--- src/rtl/quad_step_decoder.sv ---
// Quadrature step decoder: synchronizes and glitch-filters two phase inputs,
// decodes Gray-code steps into a wrapping position counter with event pulses.
module quad_step_decoder #(
  parameter int WIDTH  = 4,
  parameter int FILTER = 2
) (
  input  logic             clk,
  input  logic             reset,
  input  logic             qa,
  input  logic             qb,
  input  logic             clr,
  output logic [WIDTH-1:0] counter,
  output logic             dir,
  output logic             step,
  output logic             ovf,
  output logic             unf,
  output logic             err,
  output logic [3:0]       err_cnt
);

  // Difference of Gray positions (current - previous, mod 4) maps directly
  // onto the kind of move observed.
  typedef enum logic [1:0] {
    MOVE_NONE    = 2'd0,
    MOVE_UP      = 2'd1,
    MOVE_ILLEGAL = 2'd2,
    MOVE_DOWN    = 2'd3
  } move_t;

  localparam logic [3:0]       FILTER_LAST = 4'(FILTER - 1);
  localparam logic [WIDTH-1:0] ONE         = WIDTH'(1);
  localparam logic [3:0]       ERR_MAX     = 4'hF;

  // Index 1 carries phase A, index 0 phase B, so {A,B} reads as a 2-bit pair.
  logic [1:0] sync1;
  logic [1:0] sync2;
  logic [1:0] filt;
  logic [1:0] prev;
  logic [3:0] filt_cnt [2];
  logic [1:0] delta;
  move_t      move;

  // Gray pair {A,B} to position along the up sequence 00,01,11,10.
  function automatic logic [1:0] gray_pos(input logic [1:0] ab);
    return {ab[1], ab[1] ^ ab[0]};
  endfunction

  // NOTE: state is assigned with <= so every flop samples pre-edge values;
  // blocking assignments here would collapse the synchronizer chain.
  always_ff @(posedge clk or negedge reset) begin
    if (!reset) begin
      sync1 <= '0;
      sync2 <= '0;
    end else begin
      sync1 <= {qa, qb};
      sync2 <= sync1;
    end
  end

  // A phase level is adopted only after FILTER consecutive disagreeing samples.
  always_ff @(posedge clk or negedge reset) begin
    if (!reset) begin
      filt <= '0;
      for (int i = 0; i < 2; i++) filt_cnt[i] <= '0;
    end else begin
      for (int i = 0; i < 2; i++) begin
        if (sync2[i] == filt[i]) begin
          filt_cnt[i] <= '0;
        end else if (filt_cnt[i] == FILTER_LAST) begin
          filt[i]     <= sync2[i];
          filt_cnt[i] <= '0;
        end else begin
          filt_cnt[i] <= filt_cnt[i] + 4'd1;
        end
      end
    end
  end

  always_ff @(posedge clk or negedge reset) begin
    if (!reset) prev <= '0;
    else        prev <= filt;
  end

  // NOTE: every always_comb output gets an unconditional value first, so no
  // path through the block can leave it holding and infer a latch.
  always_comb begin
    delta = gray_pos(filt) - gray_pos(prev);
    move  = move_t'(delta);
  end

  always_ff @(posedge clk or negedge reset) begin
    if (!reset) begin
      counter <= '0;
      dir     <= 1'b0;
      step    <= 1'b0;
      ovf     <= 1'b0;
      unf     <= 1'b0;
      err     <= 1'b0;
      err_cnt <= '0;
    end else begin
      step <= 1'b0;
      ovf  <= 1'b0;
      unf  <= 1'b0;
      err  <= 1'b0;
      if (clr) begin
        // Clear wins over any move decoded this cycle; dir is kept.
        counter <= '0;
        err_cnt <= '0;
      end else begin
        case (move)
          MOVE_UP: begin
            counter <= counter + ONE;
            dir     <= 1'b0;
            step    <= 1'b1;
            ovf     <= &counter;
          end
          MOVE_DOWN: begin
            counter <= counter - ONE;
            dir     <= 1'b1;
            step    <= 1'b1;
            unf     <= (counter == '0);
          end
          MOVE_ILLEGAL: begin
            err <= 1'b1;
            if (err_cnt != ERR_MAX) err_cnt <= err_cnt + 4'd1;
          end
          default: ;
        endcase
      end
    end
  end

endmodule

--- config.mk ---
export PLATFORM = sky130hd
export DESIGN_NAME = quad_step_decoder
export DESIGN_NICKNAME = d
export VERILOG_FILES = /design/src/rtl/quad_step_decoder.sv
export SDC_FILE = /design/constraint.sdc
export NUM_CORES = 1
export LEC_CHECK = 0
export ABC_AREA = 1
export CORE_UTILIZATION = 30
export DETAILED_ROUTE_END_ITERATION = 12
export PLACE_DENSITY = 0.52
export SETUP_SLACK_MARGIN = 0.4
export SKIP_LAST_GASP = 1
export SLEW_MARGIN = 25
export SYNTH_ARGS = -nofsm -noshare
export SYNTH_HDL_FRONTEND = slang
export SYNTH_SLANG_ARGS = --single-unit
export TNS_END_PERCENT = 20
--- constraint.sdc ---
create_clock -name clk -period 1.85 [get_ports clk]
set_input_delay 0.37 -clock clk [delete_from_list [all_inputs] [get_ports clk]]
set_output_delay 0.37 -clock clk [all_outputs]
set_load 0.02 [all_outputs]
---- Yosys cells after proc, flatten, opt, wreduce, memory -nomap -nowiden ----
Cells that the tools add are included.
W data, S select, Z words.
cells by class
  add/sub/neg operators ................... 6
  equality and inequality tests ........... 8
  muxes and demuxes ....................... 18
  bitwise logic cells ..................... 5
  reductions and logical operators ........ 11
operators with widths
  operator               number
  $mux W4                8
  $add A4 B1 Y4 const B  4
  $eq A4 B1 Y1 const B   2
  $mux W1                8
  $pmux W4 S2            1
  $reduce_and A2 Y1      4
  $reduce_bool A2 Y1     3
  $eq A2 B2 Y1 const B   2
  $logic_not A4 Y1       1
  $ne A4 B4 Y1 const B   1
  $reduce_and A4 Y1      1
  $sub A4 B1 Y4 const B  1
  $not A1 Y1             3
  $reduce_bool A3 Y1     1
  $eq A1 B1 Y1           2
  $eq A2 B1 Y1 const B   1
  $pmux W1 S2            1
  $reduce_or A2 Y1       1
  $sub A2 B2 Y2          1
  $xor A1 B1 Y1          2
storage, ports and cells
  bits in registers ....................... 29
  bits of input ports ..................... 5
  output and inout bits ................... 13
  logic and storage cells ................. 62

---- Depth between registers and ports, before layout ----
Gate-level depths: netlist (run 1).
  depth in word-level cells ............... 6
  mapped depth ............................ 14

---- Worst setup path after synthesis (run 1) ----
OpenSTA, ideal clock, no wires.
  kind .................................... register -> register
  from .................................... reg filt[1]
  to ...................................... reg counter[3]
  library setup time ...................... 0.117 ns
  data arrival time ....................... 1.865 ns
  required time ........................... 1.733 ns
  slack ................................... -0.133 ns
  cell stages (with the launch flop) ...... 13
  path buffers ............................ 0
  clock period less this slack ............ 1.983 ns
  cells stage by stage .................... dfrtp_1 > xnor2_1 > ha_1 > inv_1 > nand3_2 > inv_1 > ha_1 > nand2_1 > nand3b_1 > nand2_1 > nand2_1 > nand3_1 > nand2_1
on the way
  word-level cells in the longest chain between the ends .. 5
  elaborated cells on any way between the ends .. 7
  those cells by class .................... 1 x add/sub; 2 x eq/ne; 2 x mux; 1 x bitwise; 1 x reduce/logical
RTL lines
  item                                                 line  RTL
  from (decl)                                          37    logic [1:0] filt;
  from (signal, indexed assignment)                    70    filt[i] <= sync2[i];
  $xor A1 B1 Y1                                        45    return {ab[1], ab[1] ^ ab[0]};
  $sub A2 B2 Y2 (*)                                    87    delta = gray_pos(filt) - gray_pos(prev);
  $eq A2 B2 Y1 / $eq A2 B1 Y1 (equally long branches)  110   case (move)
  $pmux W4 S2                                          110
  $mux W4                                              105   if (clr) begin
  to (signal assigned)                                 112   counter <= counter + ONE;
  to (signal assigned)                                 118   counter <= counter - ONE;
  to (decl)                                            12    output logic [WIDTH-1:0] counter,
Mark *: on every way between the ends. The rest lies on a longest branch, timed or not.
A chain may end at the register's enable or synchronous reset.

---- Worst setup path after layout (run 1) ----
  from .................................... reg prev[0]
  to ...................................... reg counter[3]
on the way
  word-level cells in the longest chain between the ends .. 5
  elaborated cells on any way between the ends .. 7
  those cells by class .................... 1 x add/sub; 2 x eq/ne; 2 x mux; 1 x bitwise; 1 x reduce/logical
RTL lines
  item                                                 line  RTL
  from (decl)                                          38    logic [1:0] prev;
  from (signal assigned)                               81    else prev <= filt;
  $xor A1 B1 Y1 (*)                                    45
  $sub A2 B2 Y2 (*)                                    87
  $eq A2 B2 Y1 / $eq A2 B1 Y1 (equally long branches)  110
  $pmux W4 S2                                          110
  $mux W4                                              105
Marks and branches as above.

==> flow_summary_export.csv, run 1 <==
group,metric,value,unit
timing,setup_viol,1,
floorplan,start_util,0.313,
floorplan,die_x,69.7,um
floorplan,io_pins,18,
timing,tns,-24.4,ps
detailed_routing,drtPass1Iterations,4,
timing,timing.fmax,534,MHz
global_route,grt_max_degree,30,
critical_path,crit_arrival,2040,ps
global_route,grt_pass1_wl,4570,um
final_layout,stdcell_area,1950,sq um
timing,setup_slack,-24.4,ps
status,violations,"negative setup slack",
detailed_routing,wire_per_inst,10.9,um
timing,finalCritPeriodShare,1.01,
final_layout,layout_commonest_cell,"dfrtp_1",
cts,cts_buffers,5,
timing,tightestPinTransition,353,ps
logic_synthesis,synth-seq-cells,29,
final_layout,num-fill-cells,424,
global_route,grt_overflow,0,
place,io_buffers,17,
detailed_routing,antenna_left,0,
detailed_routing,routed_wl,2570,um
cts,cts_tree,"done",
timing,skew,6.86,ps
logic_synthesis,yosysUniqueCellTypes,28,
detailed_routing,drtIter0Drc,30,
logic_synthesis,syn-num-nets,151,
place,dp_hpwl,1860,um
place,post-place-ws,-70.5,ps
cts,clock_path_buffers,2,
global_route,top_usage_layer,"met2",
floorplan,die_area,4850,sq um
detailed_routing,via_per_inst,4.45,
critical_path,critPathRequiredTime,2020,ps
global_route,antenna_found_initial,0,
timing,fin_crit,1870,ps
global_route,gr-usage-met2,0.207,
critical_path,slowest_delay,400,ps
critical_path,critPathCaptureType,"register",
cts,cts_sinks,29,
status,status,"finished, violations left",
place,gp_congestion,0.870,
global_route,first_global_vias,1038,
critical_path,crit_path_start_kind,"register",
critical_path,crit_type,"register to register",
floorplan,core-area,4380,sq um
final_layout,drive_gt1_frac,0.299,
global_route,grt_util_met1,0.137,
flow_run,drv_cap,0,
cts,insertion_delay,280,ps
floorplan,die_h,69.7,um
logic_synthesis,syn_area,1370,sq um
timing,rsz0062_at_grt,"true",
critical_path,path_delay_family,"adder cells",
final_layout,ff_latch_area,726,sq um
final_layout,n_antenna_cell,0,
floorplan,rows,24,
cts,htreeDepth,2,
cts,root_buffer,"clkbuf_8",
logic_synthesis,synthCells,140,
logic_synthesis,ys_warn_count,0,
detailed_routing,drc,0,
cts,holdBufCountCts,0,
worst_hold_path,hold_path_class,"register to register",
final_layout,multi_input_area,644,sq um
critical_path,crit_chain,"xor2_2 > ha_4 > inv_4 > nand3_4 > inv_2 > ha_4 > nand2_1 > nand3b_1 > nand2_1 > nand2_2 > nand3_2 > nand2_1",
timing,hold_viol,0,
critical_path,critPathSlowestCell,"dfrtp_1",
critical_path,path_buf_inv,2,
timing,slew-limit-headroom,0.763,
timing,slew_viol_final,0,
global_route,use_met3,0.0392,
critical_path,cp_max_fo,4,
global_route,grt_usage,0.123,
final_layout,final_cell_mix,"dfrtp_1 (29), nand2_1 (19), nor2_1 (18), buf_4 (18), clkdlybuf4s50_1 (15)",
cts,clk_pin_slew,70,ps
timing,hold_ws,350,ps
logic_synthesis,syn_avg_cell_area,9.81,sq um
detailed_routing,vias,1051,
final_layout,area_growth,41.8,%
logic_synthesis,ys_seq_area_frac,0.528,
critical_path,cp_common_cell,"nand2_1",
final_layout,nNetsFinal,194,
place,place_area,1700,sq um
## stage by stage
| stage | utilization | std cells |
|---|---|---|
| after floorplan | - | 140 |
| after global placement | 0.387 | 219 |
| after detailed placement | 0.387 | 219 |
| after CTS | 0.420 | 229 |
| after global routing | 0.444 | 236 |
| final | 0.444 | 236 |
## path summary, 6_finish.rpt
kind	from	to	slack, ps	cells after the start
min in group asynchronous	reset	filt_cnt[5]	460	2
setup reg to reg	prev[0]	counter[3]	-20	12
max in group asynchronous	reset	counter[3]	1110	2
setup / recovery	prev[0]	counter[3]	-20	12
hold / removal	sync1[1]	sync2[1]	350	0
hold reg to reg	sync1[1]	sync2[1]	350	0
## synth_stat cells, drive strengths merged
cell type  number  area [sq um]
nor3b           1          7.51
a21oi           5          28.8
ha              6          75.1
nand2          26           128
nor4            1          6.26
xnor2           3          26.3
dfrtp          29           726
nand3b          1          7.51
mux2            1          11.3
nor2           20          82.6
xor2            4          35.0
nand3          11          85.1
nand4           3          25.0
inv            19          73.8
a211oi          1          7.51
o21ai           7          38.8
nor3            2          10.0
## logic make-up (layout without fill, tap and decap cells)
group,after synthesis,after routing,synth area share
adders and majority gates,6,6,0.0546
xor gates and xnor gates,7,7,0.0446
buffers and inverters,19,63,0.0537
and+or+nand+nor,65,65,0.256
muxes,1,1,0.00820
AOI/OAI and AO/OA,13,13,0.0546
DFF,29,29,0.528
## layer usage
| layer | up-vias | routed length, um |
|---|---|---|
| met1 | 499 | 1130 |
| met4 | 0 | 63 |
| met2 | 14 | 1280 |
| li1 | 532 | - |
| met5 | - | 0 |
| met3 | 6 | 97 |
## worst reg2reg max path, cell delays in order (launching register included)
cell      delay (ps)
dfrtp_1          400
xor2_2           190
ha_4             290
inv_4             50
nand3_4           60
inv_2             50
ha_4             260
nand2_1           40
nand3b_1         180
nand2_1           90
nand2_2           60
nand3_2           60
nand2_1           50
## sequential cells by signal, summed over array words and instances (netlist names)
signal    flops
filt_cnt      8
counter       4
err_cnt       4
filt          2
prev          2
sync1         2
sync2         2
dir           1
err           1
ovf           1
step          1
unf           1
## repair_timing
item	4_1_cts	5_1_grt
setup endpoints to repair	25	26
buffers inserted	2	7
gates cloned	0	0
resized for setup	6	11
hold endpoints to repair	0	0
pin swaps	6	6
## final cells by class
cell class                 count  area share
tap                           52      0.0334
timing repair buffer          36       0.161
inverter                      19      0.0405
clock inverter                 2      0.0193
clock buffer                   6      0.0424
sequential                    29       0.373
multi-input combinational     92       0.331
Power of run 1 is not shown: default switching activity piles up to over one toggle a cycle in this logic, so the estimate is an artifact.
==> inputs of run 2 (changes only) <==
Settings changed: CORE_UTILIZATION 30 to 48, PLACE_DENSITY 0.52 to 0.76, SKIP_LAST_GASP 1 to not set.
==> run 2 against run 1 <==
Against the previous run:
- the run still ends with negative setup slack left
- hold slack improved by 8.6 ps
- die area fell by 37%
- first-iteration DRC count down 27%
- global-route usage grew 7.0 points
- critical path type unchanged
- setup slack better by 23 ps
- fmax is 1.3% higher
- wire length shrank 2.6%
- utilization grew 21 points
- critical path depth unchanged
==> flow_summary_export.csv, run 2 (same netlist as run 1, synthesis figures left out) <==
group,metric,value,unit
status,status,"finished, violations left",
status,violations,"negative setup slack",
timing,timing.fmax,540,MHz
final_layout,top_register,"filt_cnt",
cts,clock_path_buffers,2,
critical_path,worstReg2RegEnd,"counter[3]",
place,post-place-ws,-81.5,ps
place,gp_congestion,0.846,
timing,setup_slack,-0.895,ps
final_layout,largestRegisters,"filt_cnt (8), counter (4), err_cnt (4)",
worst_hold_path,worstHoldPathCells,0,
detailed_routing,drtIter0Drc,22,
detailed_routing,wire_per_inst,12.1,um
detailed_routing,drtPass1Iterations,4,
place,place_area,1660,sq um
worst_hold_path,min_from,"sync1[1]",
global_route,antenna_found_initial,0,
detailed_routing,drc,0,
detailed_routing,via_per_inst,5.04,
timing,tns,-0.895,ps
floorplan,start_util,0.503,
critical_path,crit_arrival,2080,ps
global_route,grt_overflow,0,
global_route,first_global_vias,1028,
final_layout,largest_reg_flops,8,
critical_path,critPathCaptureType,"register",
floorplan,die_x,55.5,um
cts,clk_pin_slew,90,ps
timing,skew,7.55,ps
place,dp_hpwl,1780,um
place,io_buffers,17,
floorplan,die_area,3080,sq um
floorplan,io_pins,18,
cts,cts_tree,"done",
critical_path,cp_max_fo,4,
critical_path,critPathRequiredTime,2080,ps
flow_run,drv_cap,0,
floorplan,die_h,55.5,um
floorplan,core-area,2730,sq um
critical_path,crit_path_start_kind,"register",
critical_path,worstReg2RegStart,"filt[0]",
worst_hold_path,hold_end,"sync2[1]",
final_layout,area_growth,30.8,%
timing,rsz0062_at_grt,"true",
worst_hold_path,hold_path_class,"register to register",
global_route,grt_max_degree,30,
global_route,grt_pass1_wl,4440,um
cts,htreeDepth,2,
critical_path,reg2regPathDepth,12,
timing,setup_viol,1,
critical_path,r2r_setup_slack,-0.9,ps
cts,root_buffer,"clkbuf_4",
timing,fin_crit,1850,ps
critical_path,crit_type,"register to register",
detailed_routing,vias,1043,
final_layout,n_antenna_cell,0,
final_layout,drive_gt1_frac,0.324,
detailed_routing,routed_wl,2500,um
final_layout,layout_commonest_cell,"dfrtp_1",
cts,cts_buffers,5,
floorplan,rows,19,
final_layout,stdcell_area,1800,sq um
timing,tightestPinTransition,357,ps
cts,holdBufCountCts,0,
global_route,grt_usage,0.192,
final_layout,final_cell_mix,"dfrtp_1 (27), nand2_1 (20), nor2_1 (18)",
timing,finalCritPeriodShare,1.00,
final_layout,nNetsFinal,186,
cts,cts_sinks,29,
timing,slew-limit-headroom,0.762,
timing,hold_viol,0,
detailed_routing,antenna_left,0,
timing,slew_viol_final,0,
cts,insertion_delay,330,ps
## run 2: changes by cell type in the layout (fill, tap and decap cells not counted), sizes merged
| cell | before | now |
|---|---|---|
| clkdlybuf4s50 | 15 | 4 |
| buf | 19 | 13 |
| dlygate4sd2 | 2 | 7 |
| clkbuf | 6 | 9 |
| clkdlybuf4s15 | 0 | 2 |
| bufinv | 1 | 0 |
| clkinv | 0 | 1 |
| clkinvlp | 1 | 0 |
## run 2: worst max-delay path by stage
stage	from	endpoint
2_1_floorplan	filt[1]	counter[3]
3_3_place_gp	prev[0]	counter[3]
3_5_place_dp	filt[1]	counter[3]
4_1_cts	filt[1]	counter[3]
5_1_grt	filt[1]	counter[3]
6_report	filt[0]	counter[3]
## run 2: layout make-up
| cell class | instances | area [sq um] |
|---|---|---|
| clock buffers | 7 | 65.1 |
| clock inverters | 1 | 5.00 |
| fillers | 219 | 937 |
| inverters | 19 | 78.8 |
| multi-input cells | 92 | 654 |
| flip-flops and latches | 29 | 728 |
| well taps | 31 | 38.8 |
| repair buffers | 28 | 226 |
## run 2: metal layers
layer	track usage	wire length, um
met2	0.305	1280
met5	0	0
met4	0.125	80
met3	0.0726	130
met1	0.217	1010
## run 2: per-stage QoR
step / hold WS (ps) / cells / utilization
after detailed placement: 339 / 197 / 0.608
after floorplan: 74.4 / 140 / -
after global placement: 335 / 197 / 0.608
final: 359 / 207 / 0.657
after CTS: 360 / 207 / 0.651
after global routing: 369 / 207 / 0.657
## run 2: critical path, cell delays in order, from the launching register on
cell	delay, ps
dfrtp_1	420
xnor2_2	220
ha_4	180
nand3_4	80
nand3_4	100
inv_2	50
ha_4	270
nand2_1	40
nand3b_1	170
nand2_1	70
nand2_1	50
nand3_1	60
nand2_1	50
## run 2: timing repair
item / in CTS / in global routing
endpoints found under the setup margin: 26 / 21
setup buffers: 2 / 0
resized for setup: 34 / 12
pin swaps: 10 / 8
Power of run 2 is left out for the same reason.
